==> src/rtl/scarv_cop_dispatch.sv <==
// scarv_cop_dispatch: instruction sequencer between the CPU-coprocessor interface and the
// decoder / functional-unit array. Only one instruction is in flight. The FSM steps through
// accept, decode, an optional register-file init or unit execution under a watchdog, and a
// held GPR writeback response.
module scarv_cop_dispatch #(
    parameter int unsigned NCLASS  = 9,   // width of the one-hot class vector
    parameter int unsigned TIMEOUT = 64,  // max EXEC cycles before abort (>= 2)
    parameter int unsigned TW      = 7    // watchdog width, 2^TW > TIMEOUT
) (
    input  logic              g_clk,
    input  logic              g_resetn,

    // CPU request channel
    input  logic              cpu_insn_req,
    output logic              cop_insn_ack,
    input  logic [31:0]       cpu_insn_enc,

    // CPU response channel
    output logic              cop_insn_rsp,
    input  logic              cpu_insn_ack,
    output logic [4:0]        cop_insn_rd,
    output logic              cop_wen,
    output logic [31:0]       cop_result,
    output logic [1:0]        cop_status,

    // Combinational decoder
    output logic [31:0]       dec_encoded,
    input  logic              dec_exception,
    input  logic [NCLASS-1:0] dec_class,
    input  logic              dec_cprs_init,
    input  logic [4:0]        dec_rd,

    // Functional units
    output logic              cprs_init,
    output logic [NCLASS-1:0] fu_ivalid,
    input  logic [NCLASS-1:0] fu_idone,
    input  logic              fu_gpr_wen,
    input  logic [31:0]       fu_gpr_wdata,
    output logic              fu_flush,

    output logic [31:0]       insn_count
);

    typedef enum logic [2:0] {
        StIdle,
        StDecode,
        StInit,
        StExec,
        StResp
    } state_t;

    localparam logic [TW-1:0] WdogLast = TW'(TIMEOUT - 1);

    localparam logic [1:0] StatusOk      = 2'd0;
    localparam logic [1:0] StatusIllegal = 2'd1;
    localparam logic [1:0] StatusTimeout = 2'd2;

    state_t            r_state;
    logic [31:0]       r_insn;
    logic [NCLASS-1:0] r_class;
    logic [4:0]        r_rd;
    logic [TW-1:0]     r_wdog;
    logic [1:0]        r_status;
    logic              r_wen;
    logic [31:0]       r_result;
    logic [31:0]       r_count;

    // Registered interface outputs, all Moore
    logic              r_ack;
    logic              r_rsp;
    logic              r_cprs_init;
    logic [NCLASS-1:0] r_ivalid;

    logic              w_exec;
    logic              w_done;
    logic              w_expire;
    logic              w_illegal;

    // Completion only counts on the selected class; stray done bits from other units are ignored.
    assign w_exec    = (r_state == StExec);
    assign w_done    = w_exec && (|(fu_idone & r_class));
    // Completion in the last watchdog cycle wins over the abort.
    assign w_expire  = w_exec && !w_done && (r_wdog == WdogLast);
    assign w_illegal = dec_exception || ((dec_class == '0) && !dec_cprs_init);

    // Sequencer: state, captured instruction context and registered outputs
    always_ff @(posedge g_clk or negedge g_resetn) begin
        if (!g_resetn) begin
            r_state     <= StIdle;
            r_insn      <= '0;
            r_class     <= '0;
            r_rd        <= '0;
            r_wdog      <= '0;
            r_status    <= StatusOk;
            r_wen       <= 1'b0;
            r_result    <= '0;
            r_count     <= '0;
            r_ack       <= 1'b1;
            r_rsp       <= 1'b0;
            r_cprs_init <= 1'b0;
            r_ivalid    <= '0;
        end else begin
            unique case (r_state)
                StIdle: begin
                    if (cpu_insn_req) begin
                        r_insn  <= cpu_insn_enc;
                        r_ack   <= 1'b0;
                        r_state <= StDecode;
                    end
                end

                StDecode: begin
                    r_rd <= dec_rd;
                    // Exception is checked first so it overrides an init flag.
                    if (w_illegal) begin
                        r_status <= StatusIllegal;
                        r_wen    <= 1'b0;
                        r_result <= '0;
                        r_rsp    <= 1'b1;
                        r_state  <= StResp;
                    end else if (dec_cprs_init) begin
                        r_cprs_init <= 1'b1;
                        r_state     <= StInit;
                    end else begin
                        r_class  <= dec_class;
                        r_ivalid <= dec_class;
                        r_wdog   <= '0;
                        r_state  <= StExec;
                    end
                end

                StInit: begin
                    r_cprs_init <= 1'b0;
                    r_status    <= StatusOk;
                    r_wen       <= 1'b0;
                    r_result    <= '0;
                    r_rsp       <= 1'b1;
                    r_state     <= StResp;
                end

                StExec: begin
                    if (w_done) begin
                        r_wen    <= fu_gpr_wen;
                        r_result <= fu_gpr_wen ? fu_gpr_wdata : 32'd0;
                        r_status <= StatusOk;
                        r_ivalid <= '0;
                        r_rsp    <= 1'b1;
                        r_state  <= StResp;
                    end else if (w_expire) begin
                        r_wen    <= 1'b0;
                        r_result <= '0;
                        r_status <= StatusTimeout;
                        r_ivalid <= '0;
                        r_rsp    <= 1'b1;
                        r_state  <= StResp;
                    end else begin
                        r_wdog <= r_wdog + TW'(1);
                    end
                end

                StResp: begin
                    if (cpu_insn_ack) begin
                        r_count <= r_count + 32'd1;
                        r_rsp   <= 1'b0;
                        r_ack   <= 1'b1;
                        r_state <= StIdle;
                    end
                end

                default: begin
                    r_state     <= StIdle;
                    r_ack       <= 1'b1;
                    r_rsp       <= 1'b0;
                    r_cprs_init <= 1'b0;
                    r_ivalid    <= '0;
                end
            endcase
        end
    end

    // Response fields read as zero whenever no response is being presented.
    assign cop_insn_ack = r_ack;
    assign cop_insn_rsp = r_rsp;
    assign cop_insn_rd  = r_rsp ? r_rd : 5'd0;
    assign cop_wen      = r_rsp & r_wen;
    assign cop_result   = r_rsp ? r_result : 32'd0;
    assign cop_status   = r_rsp ? r_status : 2'd0;

    assign dec_encoded  = r_insn;
    assign cprs_init    = r_cprs_init;
    assign fu_ivalid    = r_ivalid;
    assign fu_flush     = w_expire;
    assign insn_count   = r_count;

endmodule

==> config.mk <==
export PLATFORM = sky130hd
export DESIGN_NAME = scarv_cop_dispatch
export DESIGN_NICKNAME = d
export VERILOG_FILES = /design/src/rtl/scarv_cop_dispatch.sv
export SDC_FILE = /design/constraint.sdc
export NUM_CORES = 1
export LEC_CHECK = 0
export BUFFER_PORTS_ARGS = -buffer_cell sky130_fd_sc_hd__buf_2
export CAP_MARGIN = 20
export CORE_MARGIN = 5
export CORE_UTILIZATION = 45
export DETAILED_ROUTE_END_ITERATION = 10
export PLACE_DENSITY_LB_ADDON = 0.12
export REMOVE_ABC_BUFFERS = 1
export SYNTH_ARGS = -nofsm -noshare
export SYNTH_HDL_FRONTEND = slang
export SYNTH_SLANG_ARGS = --single-unit
==> constraint.sdc <==
create_clock -name g_clk -period 4.22 [get_ports g_clk]
set_input_delay 0.422 -clock g_clk [delete_from_list [all_inputs] [get_ports g_clk]]
set_output_delay 0.422 -clock g_clk [all_outputs]
set_load 0.02 [all_outputs]
## Yosys cells after proc, flatten, opt, wreduce, memory -nomap -nowiden

Index checks and enable logic that the tools add are counted.

- Add/subtract/negate cells: 2
- Eq/ne operators: 14
- Mux-type cells: 44
- Bitwise operators: 8
- Reduce and logical (&&, ||, !) cells: 25

Operator list:

| operator | count |
|---|---|
| 2-to-1 mux 32 bit | 5 |
| one-hot mux 32 bit (3 select lines) | 1 |
| 2-to-1 mux 9 bit | 4 |
| adder 32 x 1 -> 32 bit (second input constant) | 1 |
| 2-to-1 mux 7 bit | 4 |
| one-hot mux 9 bit (3 select lines) | 1 |
| inequality test 2 bit (second input constant) | 8 |
| 2-to-1 mux 3 bit | 5 |
| one-hot mux 3 bit (5 select lines) | 1 |
| AND reduction 3 bit | 5 |
| one-hot mux 7 bit (2 select lines) | 1 |
| 2-to-1 mux 1 bit | 12 |
| AND 9 bit | 1 |
| zero test 9 bit | 1 |
| OR reduction 3 bit | 3 |
| OR reduction 9 bit | 1 |
| 2-to-1 mux 2 bit | 4 |
| AND reduction 4 bit | 2 |
| adder 7 x 1 -> 7 bit (second input constant) | 1 |
| == test 7 x 6 -> 1 bit (second input constant) | 1 |
| == test 3 x 2 -> 1 bit (second input constant) | 2 |
| NOT 1 bit | 6 |
| one-hot mux 1 bit (3 select lines) | 2 |
| one-hot mux 2 bit (3 select lines) | 1 |
| 15 further kinds | 20 |

- Register bits after elaboration: 135
- Input port bits: 94
- Output and inout bits: 117

## Longest topological paths before layout

Gate-level depths: netlist (run 1).

- Depth in word-level cells: 9
- Gate-level depth with buffers: 8
- Gate-level depth less buffers: 6

## Worst setup path before layout (run 1)

No wires, ideal clock.

- Path type: register -> register
- From: register r_wdog[0]
- To: register r_result[24]
- Arrival time: 2.001 ns
- Required time: 4.099 ns
- Slack: 2.098 ns
- Stages on the path, launching flop included: 9
- Period minus slack after synthesis: 2.122 ns
- Cell sequence: dfrtp_1 > ha_1 > nand2_2 > o41ai_2 > nor3_1 > or4_1 > buf_4 > buf_6 > a22o_1

- Cells in the longest elaborated chain, start to end: 4

Ends and longest elaborated chain:

| what | RTL line | RTL |
|---|---|---|
| start, declared | 62 | `logic [TW-1:0] r_wdog;` |
| start signal, assigned | 157 | `r_wdog <= r_wdog + TW'(1);` |
| == test 7 x 6 -> 1 bit | 83 | `assign w_expire = w_exec && !w_done && (r_wdog == WdogLast);` |
| logical AND 1 bit | 83 |  |
| inequality test 3 x 2 -> 1 bit (no source line) | n/a |  |
| AND reduction 3 bit (no source line) | n/a |  |
| end signal, assigned | 144 | `r_result <= fu_gpr_wen ? fu_gpr_wdata : 32'd0;` |
| end, declared | 65 | `logic [31:0] r_result;` |

No other way between the ends.
A chain may end at the register's enable or synchronous reset.

## Worst setup path after layout (run 1)

- From: register r_class[2]
- To: output fu_flush

- Cells in the longest elaborated chain, start to end: 6

Ends and longest elaborated chain:

| what | RTL line | RTL |
|---|---|---|
| start, declared | 60 | `logic [NCLASS-1:0] r_class;` |
| start signal, assigned | 125 | `r_class <= dec_class;` |
| AND 9 bit | 81 | `assign w_done = w_exec && (\|(fu_idone & r_class));` |
| OR reduction 9 bit | 81 |  |
| logical AND 1 bit | 81 |  |
| zero test 1 bit | 83 |  |
| logical AND 1 bit (2 in series) | 83 |  |
| end, declared | 39 | `output logic fu_flush,` |

No other way between the ends.

==> results of run 1 <==
## layer usage
metal | GRT usage (%) | up-vias
li1 | - | 2100
met1 | 26.8 | 2097
met2 | 27.9 | 181
met3 | 6.27 | 13
met4 | 6.86 | 0
met5 | 0 | -
## stage by stage
step           utilization [%]  total power [mW]  instance area, um^2  hold slack (ns)  worst slack [ns]
2_1_floorplan                -              2.99                 5610            0.126              1.61
3_3_place_gp              55.3              3.61                 6920            0.456              1.78
3_5_place_dp              55.5              3.66                 6950            0.462              1.84
4_1_cts                   60.1              5.13                 7520            0.146              1.61
5_1_grt                   60.3              5.38                 7550            0.181              1.38
6_report                  60.3              5.09                 7550           0.0915              1.61
## final cells by class
cell class              count  area, um^2  share of cell area (%)
clock buffers              23         448                    5.93
inverters                   7        26.3                   0.348
repair buffers            217        1150                    15.2
clock inverters             9         126                    1.67
multi-input cells         308        2210                    29.2
flip-flops and latches    135        3380                    44.7
well taps                 172         215                    2.85
## worst min path at each step
stage	from	cells past startpoint	end	slack (ns)
after global routing	g_resetn	1	r_result[12]$_DFFE_PN0P_	0.18
after global placement	r_wen$_DFFE_PN0P_	1	r_wen$_DFFE_PN0P_	0.46
after detailed placement	r_wen$_DFFE_PN0P_	1	r_wen$_DFFE_PN0P_	0.46
after floorplan	g_resetn	0	cop_insn_rsp$_DFFE_PN0P_	0.13
final	g_resetn	1	r_result[3]$_DFFE_PN0P_	0.09
after CTS	g_resetn	1	r_result[13]$_DFFE_PN0P_	0.15
## critical path: cells and delay by family (launching register included)
kind	cells	cell delay, ns
compound gates	1	0.57
simple gates	2	0.49
flops	1	0.38
buf+inv	2	0.34
## power groups by stage
| stage | logic [mW] | registers, mW | clock network (mW) |
|---|---|---|---|
| 2_1_floorplan | 0.784 | 2.21 | 0 |
| 3_3_place_gp | 1.63 | 1.98 | 0 |
| 3_5_place_dp | 1.66 | 1.99 | 0 |
| 4_1_cts | 1.67 | 1.98 | 1.48 |
| 5_1_grt | 1.84 | 2.00 | 1.54 |
| 6_report | 1.70 | 1.94 | 1.44 |
## state kept, by name (all words and copies together), names as in the netlist
register      count
dec_encoded      32
r_class           9
r_wen             1
insn_count       32
cop_insn_rsp      1
r_status          2
r_state           3
r_result         32
r_rd              5
fu_ivalid         9
cprs_init         1
r_wdog            7
cop_insn_ack      1
## kinds of logic after synthesis
logic type                 count (synthesis)  share of synthesized area [%]
DFF                                      135                           59.1
and+or+nand+nor                          166                           15.8
adders and majority gates                  2                          0.438
muxes                                     39                           7.66
xor gates and xnor gates                  31                           4.75
buffers and inverters                     27                           2.30
AOI/OAI and AO/OA                         70                           9.92
## cells in the final DEF (no fill, tap or decap), types with 5 or more instances in the layout
cell type / Yosys / final
sky130_fd_sc_hd__a21oi_1: 8 / 8
sky130_fd_sc_hd__a22o_1: 42 / 42
sky130_fd_sc_hd__and2_1: 42 / 42
sky130_fd_sc_hd__and3_1: 7 / 7
sky130_fd_sc_hd__and4_1: 6 / 6
sky130_fd_sc_hd__buf_2: 3 / 209
sky130_fd_sc_hd__buf_4: 1 / 5
sky130_fd_sc_hd__clkbuf_1: 13 / 6
sky130_fd_sc_hd__clkbuf_16: 0 / 17
sky130_fd_sc_hd__dfrtp_1: 134 / 134
sky130_fd_sc_hd__inv_1: 7 / 7
sky130_fd_sc_hd__mux2_2: 38 / 38
sky130_fd_sc_hd__nand2_1: 47 / 47
sky130_fd_sc_hd__nand3_1: 19 / 19
sky130_fd_sc_hd__nor2_1: 16 / 15
sky130_fd_sc_hd__nor3_1: 5 / 5
sky130_fd_sc_hd__o21ai_0: 5 / 5
sky130_fd_sc_hd__xnor2_1: 23 / 23
sky130_fd_sc_hd__xor2_1: 8 / 8
==> tab_implementation.tex, run 1 <==
\begin{tabular}{lr}
\hline
Metric & Value \\
\hline
\multicolumn{2}{l}{\textbf{Outcome}} \\
\quad Run status & complete, no violations \\
\multicolumn{2}{l}{\textbf{Drt}} \\
\quad Antenna violation net count after detailed routing & 0 \\
\quad DR WL met2 & $\sim$6300 um \\
\quad Initial DRC count & 362 \\
\quad Highest metal layer with signal wires & met4 \\
\quad Detailed-route wire length per cell & around 16 um \\
\quad Routed wl met3 & 1300 um \\
\quad Routed WL & 14,200 um \\
\quad Vias & 4,391 \\
\quad Drt pass-1 iters & 4 \\
\quad Vias per cell & between 5 and 6 \\
\quad DRC violations left & 0 \\
\quad M1 WL & 6400 um \\
\multicolumn{2}{l}{\textbf{Yosys}} \\
\quad Ys flop type & sky130\_fd\_sc\_hd\_\_dfrtp\_1 \\
\quad Synthesis Warnings & 0 \\
\quad Number of distinct library cells after synthesis & 49 \\
\quad Gate Count Post-Synth & 470 \\
\quad Async set-reset flop share out of synthesis & 100\% \\
\quad Area of the mapped netlist & 0.00572 mm\^{}2 \\
\quad Synthesized area per cell & 12.2 um\^{}2 \\
\quad Most frequent cell after synthesis & sky130\_fd\_sc\_hd\_\_dfrtp\_1 \\
\quad Synth Register Bits & 135 \\
\quad Share of the synthesized area in the top cell type & 58.7\% \\
\quad Most frequent cells after synthesis & sky130\_fd\_sc\_hd\_\_dfrtp\_1 (134), sky130\_fd\_sc\_hd\_\_nand2\_1 (47), sky130\_fd\_sc\_hd\_\_a22o\_1 (42), sky130\_fd\_sc\_hd\_\_and2\_1 (42), sky130\_fd\_sc\_hd\_\_mux2\_2 (38) \\
\quad Biggest area consumer among synthesized cells & sky130\_fd\_sc\_hd\_\_dfrtp\_1 \\
\quad Number of synthesized flops with an enable pin & 0 \\
\quad Register area share after synthesis & 59.1\% \\
\quad Top cells by area, synth & sky130\_fd\_sc\_hd\_\_dfrtp\_1 (59\%), sky130\_fd\_sc\_hd\_\_mux2\_2 (7.5\%), sky130\_fd\_sc\_hd\_\_a22o\_1 (6.4\%), sky130\_fd\_sc\_hd\_\_and2\_1 (4.6\%), sky130\_fd\_sc\_hd\_\_xnor2\_1 (3.5\%) \\
\multicolumn{2}{l}{\textbf{Setup path}} \\
\quad Startpoint of the worst setup timing path & r\_class[2]\$\_DFFE\_PN0P\_ \\
\quad Type of the worst setup path & reg2out \\
\quad Capturing point of the worst reg2reg path & r\_result[12]\$\_DFFE\_PN0P\_ \\
\quad Endpoint required time on the critical path & 3.80 ns \\
\quad Critical path data arrival time & 2.19 ns \\
\quad Max stage delay on crit path & around 0.57 ns \\
\quad Crit Reg-Reg Startpoint & r\_wdog[0]\$\_DFFE\_PN0P\_ \\
\quad Cell with the largest stage delay on the worst path & sky130\_fd\_sc\_hd\_\_a222oi\_1 \\
\quad Highest net fanout along the worst path & 3 \\
\quad Critical Path Sink Type & primary output \\
\quad Launching element type of the critical path & flip-flop \\
\quad Critical path cell sequence & a222oi\_1, inv\_1, or3\_1, nor2\_1, buf\_2 \\
\quad Last element of the critical path & fu\_flush \\
\quad Worst-case reg-to-reg path depth & 7 \\
\quad Worst-case register-to-register setup slack & around 1.9 ns \\
\multicolumn{2}{l}{\textbf{Timing}} \\
\quad Worst slew margin & 39.3\% \\
\quad Tightest Pin Transition & between 0.9 and 1 ns \\
\quad Shortest period the worst path allows & 2.61 ns \\
\quad Endpoints failing hold & 0 \\
\quad TNS Setup & 0 ns \\
\quad Max Slew Vio Count & 0 \\
\quad Share of the cycle needed by the critical path after routing & 61.9\% \\
\quad Unrepaired setup endpoints after global routing & false \\
\quad F\_max & 383 MHz \\
\quad Worst Clk Skew & 0.00883 ns \\
\quad Setup violation total in the final timing report & 0 \\
\multicolumn{2}{l}{\textbf{Clock tree}} \\
\quad Number of hold buffers added after CTS & 0 \\
\quad Post-CTS setup buffers & 0 \\
\quad CTS buffer count & 17 \\
\quad H-tree depth & 4 \\
\quad Clk sinks & about 140 \\
\quad Clock Latency Late Sink & 0.41 ns \\
\quad Root buffer cell & sky130\_fd\_sc\_hd\_\_clkbuf\_16 \\
\quad Clock tree from TritonCTS & yes \\
\quad Post\_cts resized & 0 \\
\quad Max Buffers Root-to-Sink & 2 \\
\quad Register clock-pin slew on the reported worst setup and hold paths & about 0.060 ns \\
\multicolumn{2}{l}{\textbf{Die}} \\
\quad Row count & 41 \\
\quad Core Region & 0.0125 mm\^{}2 \\
\quad Total Die Area & 0.0151 mm\^{}2 \\
\quad Number of top-level design ports & 211 \\
\quad Die outline width & 123 um \\
\quad Initial core utilization & a little under half \\
\quad Die extent in y & 123 um \\
\multicolumn{2}{l}{\textbf{Run}} \\
\quad Maximum capacitance violations & 0 \\
\multicolumn{2}{l}{\textbf{Finish}} \\
\quad Non-filler cells in the finished layout & $\sim$870 \\
\quad Relative area change from synthesis to final layout & 32.1\% \\
\quad Count of fill cells added during filler insertion & between 1,000 and 1,500 \\
\quad Total number of nets in the final design & between 700 and 800 \\
\quad Number of diodes added for antenna fixing & 0 \\
\quad Fraction of layout instances using a drive strength above 1 & 41.9\% \\
\multicolumn{2}{l}{\textbf{Pwr}} \\
\quad Switch Pwr & 1.75 mW \\
\quad Leakage dissipation & 3.94 nW \\
\quad Power per standard cell area & 673 mW/mm\^{}2 \\
\quad Worst voltage drop across the vdd grid & 0.000319 V \\
\quad Internal Dissipation & 3.33 mW \\
\quad Part of the total power dissipated in the clock network & roughly 28\% \\
\quad Portion of total power attributed to combinational logic & 33.4\% \\
\quad Fraction of power consumed by sequential logic & 38.2\% \\
\quad Switching power as a share of total power & 34.5\% \\
\multicolumn{2}{l}{\textbf{Placed design}} \\
\quad Buffers added on ports & 210 \\
\quad Placer's final routability congestion estimate & 0.833 \\
\quad Hpwl dp & 10,100 um \\
\quad Placed cell count & 838 \\
\multicolumn{2}{l}{\textbf{Global route}} \\
\quad First-pass GRT wire length & about 22,000 um \\
\quad Vias in the first global route & between 4,000 and 5,000 \\
\quad Total grt overflow & 0 \\
\quad GRT Total Usage & 19.1\% \\
\quad Antenna violations before repair & 0 \\
\quad Largest net degree at the start of global routing & 100 \\
\multicolumn{2}{l}{\textbf{Hold path}} \\
\quad Class of the tightest hold or removal check & in2async \\
\hline
\end{tabular}
No activity file was read; power rests on OpenSTA's default activity.
==> inputs of run 2 (changes only) <==
Clock period 4.22 ns to 2.65 ns, I/O delays scaled along.
==> tab_implementation.tex, run 2 (synthesis gave the netlist of run 1 again) <==
\begin{tabular}{lr}
\hline
Metric & Value \\
\hline
\multicolumn{2}{l}{\textbf{Clock tree}} \\
\quad Post-CTS setup buffers & 0 (unchanged) \\
\quad Clock Latency Late Sink & 0.41 ns (about the same) \\
\quad Max Buffers Root-to-Sink & 2 (unchanged) \\
\quad Clock tree from TritonCTS & yes \\
\quad Register clock-pin slew on the reported worst setup and hold paths & 0.06 ns (about the same) \\
\quad Clk sinks & 135 (unchanged) \\
\quad H-tree depth & 4 (unchanged) \\
\quad Root buffer cell & sky130\_fd\_sc\_hd\_\_clkbuf\_16 \\
\quad CTS buffer count & 17 (unchanged) \\
\multicolumn{2}{l}{\textbf{Run}} \\
\quad Maximum capacitance violations & 0 (unchanged) \\
\multicolumn{2}{l}{\textbf{Drt}} \\
\quad Vias & 4,519 (+2.9\%) \\
\quad Detailed-route wire length per cell & 16.5 um (+1.1\%) \\
\quad Routed WL & 14,400 um (+1.3\%) \\
\quad Initial DRC count & 257 (-29\%) \\
\quad DRC violations left & 0 (unchanged) \\
\quad Antenna violation net count after detailed routing & 0 (unchanged) \\
\quad Drt pass-1 iters & 4 (unchanged) \\
\quad Vias per cell & 5.18 (+2.7\%) \\
\multicolumn{2}{l}{\textbf{Timing}} \\
\quad Unrepaired setup endpoints after global routing & false \\
\quad Worst Clk Skew & 0.00717 ns (-0.00167 ns) \\
\quad Share of the cycle needed by the critical path after routing & between 90\% and 100\% \\
\quad F\_max & between 400 and 500 MHz \\
\quad Tightest Pin Transition & 0.734 ns (-0.176 ns) \\
\quad Endpoints failing hold & 0 (unchanged) \\
\quad WHS & 0.0716 ns (-0.0200 ns) \\
\quad TNS Setup & 0 ns (unchanged) \\
\quad Max Slew Vio Count & 0 (unchanged) \\
\quad Worst slew margin & 51.0\% (+12 points) \\
\quad Shortest period the worst path allows & 2.50 ns \\
\quad Setup violation total in the final timing report & 0 (unchanged) \\
\multicolumn{2}{l}{\textbf{Pwr}} \\
\quad Power per standard cell area & 1060 mW/mm\^{}2 (+58\%) \\
\quad Fraction of power consumed by sequential logic & 38.5\% (+0.3 points) \\
\quad Leakage dissipation & 3.94 nW (about the same) \\
\quad Switch Pwr & 2.79 mW (+59\%) \\
\quad Portion of total power attributed to combinational logic & 33.2\% (-0.2 points) \\
\quad Worst voltage drop across the vdd grid & 0.000488 V (+53\%) \\
\quad Part of the total power dissipated in the clock network & 28.3\% (about the same) \\
\quad Switching power as a share of total power & 34.7\% (+0.21 points) \\
\quad Internal Dissipation & 5.25 mW (+57\%) \\
\multicolumn{2}{l}{\textbf{Placed design}} \\
\quad Hpwl dp & 10,400 um (+2.0\%) \\
\quad Buffers added on ports & 210 (unchanged) \\
\quad Placer's final routability congestion estimate & 0.868 (+4.2\%) \\
\multicolumn{2}{l}{\textbf{Die}} \\
\quad Initial core utilization & 45.7\% (unchanged) \\
\quad Number of top-level design ports & 211 (unchanged) \\
\quad Core Region & 0.0125 mm\^{}2 (unchanged) \\
\quad Die outline width & 123 um (unchanged) \\
\quad Total Die Area & 0.0151 mm\^{}2 (unchanged) \\
\quad Row count & 41 (unchanged) \\
\quad Die extent in y & 123 um (unchanged) \\
\multicolumn{2}{l}{\textbf{Global route}} \\
\quad Vias in the first global route & 4,507 (+3.0\%) \\
\quad Antenna violations before repair & 0 (unchanged) \\
\quad Total grt overflow & 0 (unchanged) \\
\quad GRT Total Usage & 19.6\% (+0.43 points) \\
\quad First-pass GRT wire length & 22,900 um (+2.1\%) \\
\quad Largest net degree at the start of global routing & 58 (-42\%) \\
\multicolumn{2}{l}{\textbf{Finish}} \\
\quad Most used cells in the layout excluding fill and tap cells & sky130\_fd\_sc\_hd\_\_buf\_2 (209), sky130\_fd\_sc\_hd\_\_dfrtp\_1 (134), sky130\_fd\_sc\_hd\_\_nand2\_1 (47) \\
\quad Most common library cell in the layout ignoring fill and taps & sky130\_fd\_sc\_hd\_\_buf\_2 \\
\quad Relative area change from synthesis to final layout & 32.0\% (about the same) \\
\quad Count of fill cells added during filler insertion & 1,074 (+0.56\%) \\
\quad Total number of nets in the final design & 784 (+0.26\%) \\
\quad Fraction of layout instances using a drive strength above 1 & 42.4\% (+0.51 points) \\
\multicolumn{2}{l}{\textbf{Setup path}} \\
\quad Endpoint required time on the critical path & 2.38 ns (-1.42 ns) \\
\quad Highest net fanout along the worst path & 3 (unchanged) \\
\quad Critical Path Sink Type & primary output \\
\quad Type of the worst setup path & reg2out \\
\quad Launching element type of the critical path & flip-flop \\
\quad Critical path data arrival time & 2.23 ns (+0.04 ns) \\
\multicolumn{2}{l}{\textbf{Hold path}} \\
\quad Class of the tightest hold or removal check & in2reg \\
\multicolumn{2}{l}{\textbf{Outcome}} \\
\quad Run status & complete, no violations \\
\hline
\end{tabular}
run 2: cell types whose count changed in the layout (fill, tap and decap cells not counted), sizes merged:
cell,change
buf,+1
bufinv,-1
clkbuf,-1
clkinvlp,+1
diode,+1
dlygate4sd3,+1
run 2: what timing repair did:
item / CTS / global route
setup endpoints to repair: 0 / 0
endpoints found under the hold margin: 52 / 0
hold buffers: 1 / 0
gates resized for setup: 0 / 0
run 2: power by group through the flow:
stage | clock [mW] | sequential [mW] | combinational, mW
2_1_floorplan | 0 | 3.52 | 1.25
3_3_place_gp | 0 | 3.10 | 2.66
3_5_place_dp | 0 | 3.12 | 2.71
4_1_cts | 2.34 | 3.10 | 2.71
5_1_grt | 2.42 | 3.18 | 2.90
6_report | 2.27 | 3.09 | 2.67
run 2: worst max-delay path: stages, from the launching register on:
cell	delay [ns]
sky130_fd_sc_hd__dfrtp_1	0.37
sky130_fd_sc_hd__a222oi_1	0.56
sky130_fd_sc_hd__inv_1	0.16
sky130_fd_sc_hd__or3_1	0.44
sky130_fd_sc_hd__nor2_1	0.11
sky130_fd_sc_hd__buf_2	0.18
run 2: final timing paths:
path | startpoint | endpoint | slack [ns] | cells past startpoint
max | r_class[2]$_DFFE_PN0P_ | fu_flush | 0.15 | 5
min | fu_gpr_wdata[30] | r_result[30]$_DFFE_PN0P_ | 0.07 | 2
max reg2reg | r_wdog[0]$_DFFE_PN0P_ | r_result[7]$_DFFE_PN0P_ | 0.32 | 7
min reg2reg | r_wen$_DFFE_PN0P_ | r_wen$_DFFE_PN0P_ | 0.47 | 1
max in group asynchronous | g_resetn | cop_insn_ack$_DFFE_PN1P_ | 1.49 | 3
min in group asynchronous | g_resetn | r_result[19]$_DFFE_PN0P_ | 0.37 | 2
run 2: final cells by class:
class | instances | area (um^2) | share of cell area, %
flip-flops and latches | 135 | 3380 | 44.8
multi-input cells | 308 | 2210 | 29.3
repair buffers | 219 | 1140 | 15.1
clock buffers | 22 | 474 | 6.29
well taps | 172 | 215 | 2.85
clock inverters | 9 | 100 | 1.33
inverters | 7 | 26.3 | 0.348
diodes | 1 | 2.50 | 0.0332
run 2: metrics by stage:
stage / total power, mW / setup slack, ns / utilization [%] / cells / instance area, um^2
2_1_floorplan: 4.77 / 0.0389 / - / 450 / 5610
4_1_cts: 8.15 / 0.0878 / 60.3 / 872 / 7540
3_5_place_dp: 5.83 / 0.376 / 55.6 / 840 / 6960
5_1_grt: 8.50 / 0.0114 / 60.3 / 872 / 7540
3_3_place_gp: 5.76 / 0.417 / 55.6 / 840 / 6960
6_report: 8.03 / 0.153 / 60.3 / 873 / 7540
run 2: per-layer routing:
metal / track usage (%) / up-vias / wire length, um
met5: 0 / - / 0
met1: 26.6 / 2223 / 6360
met3: 6.96 / 14 / 1320
met4: 6.93 / 0 / 184
li1: - / 2102 / -
met2: 29.1 / 180 / 6540
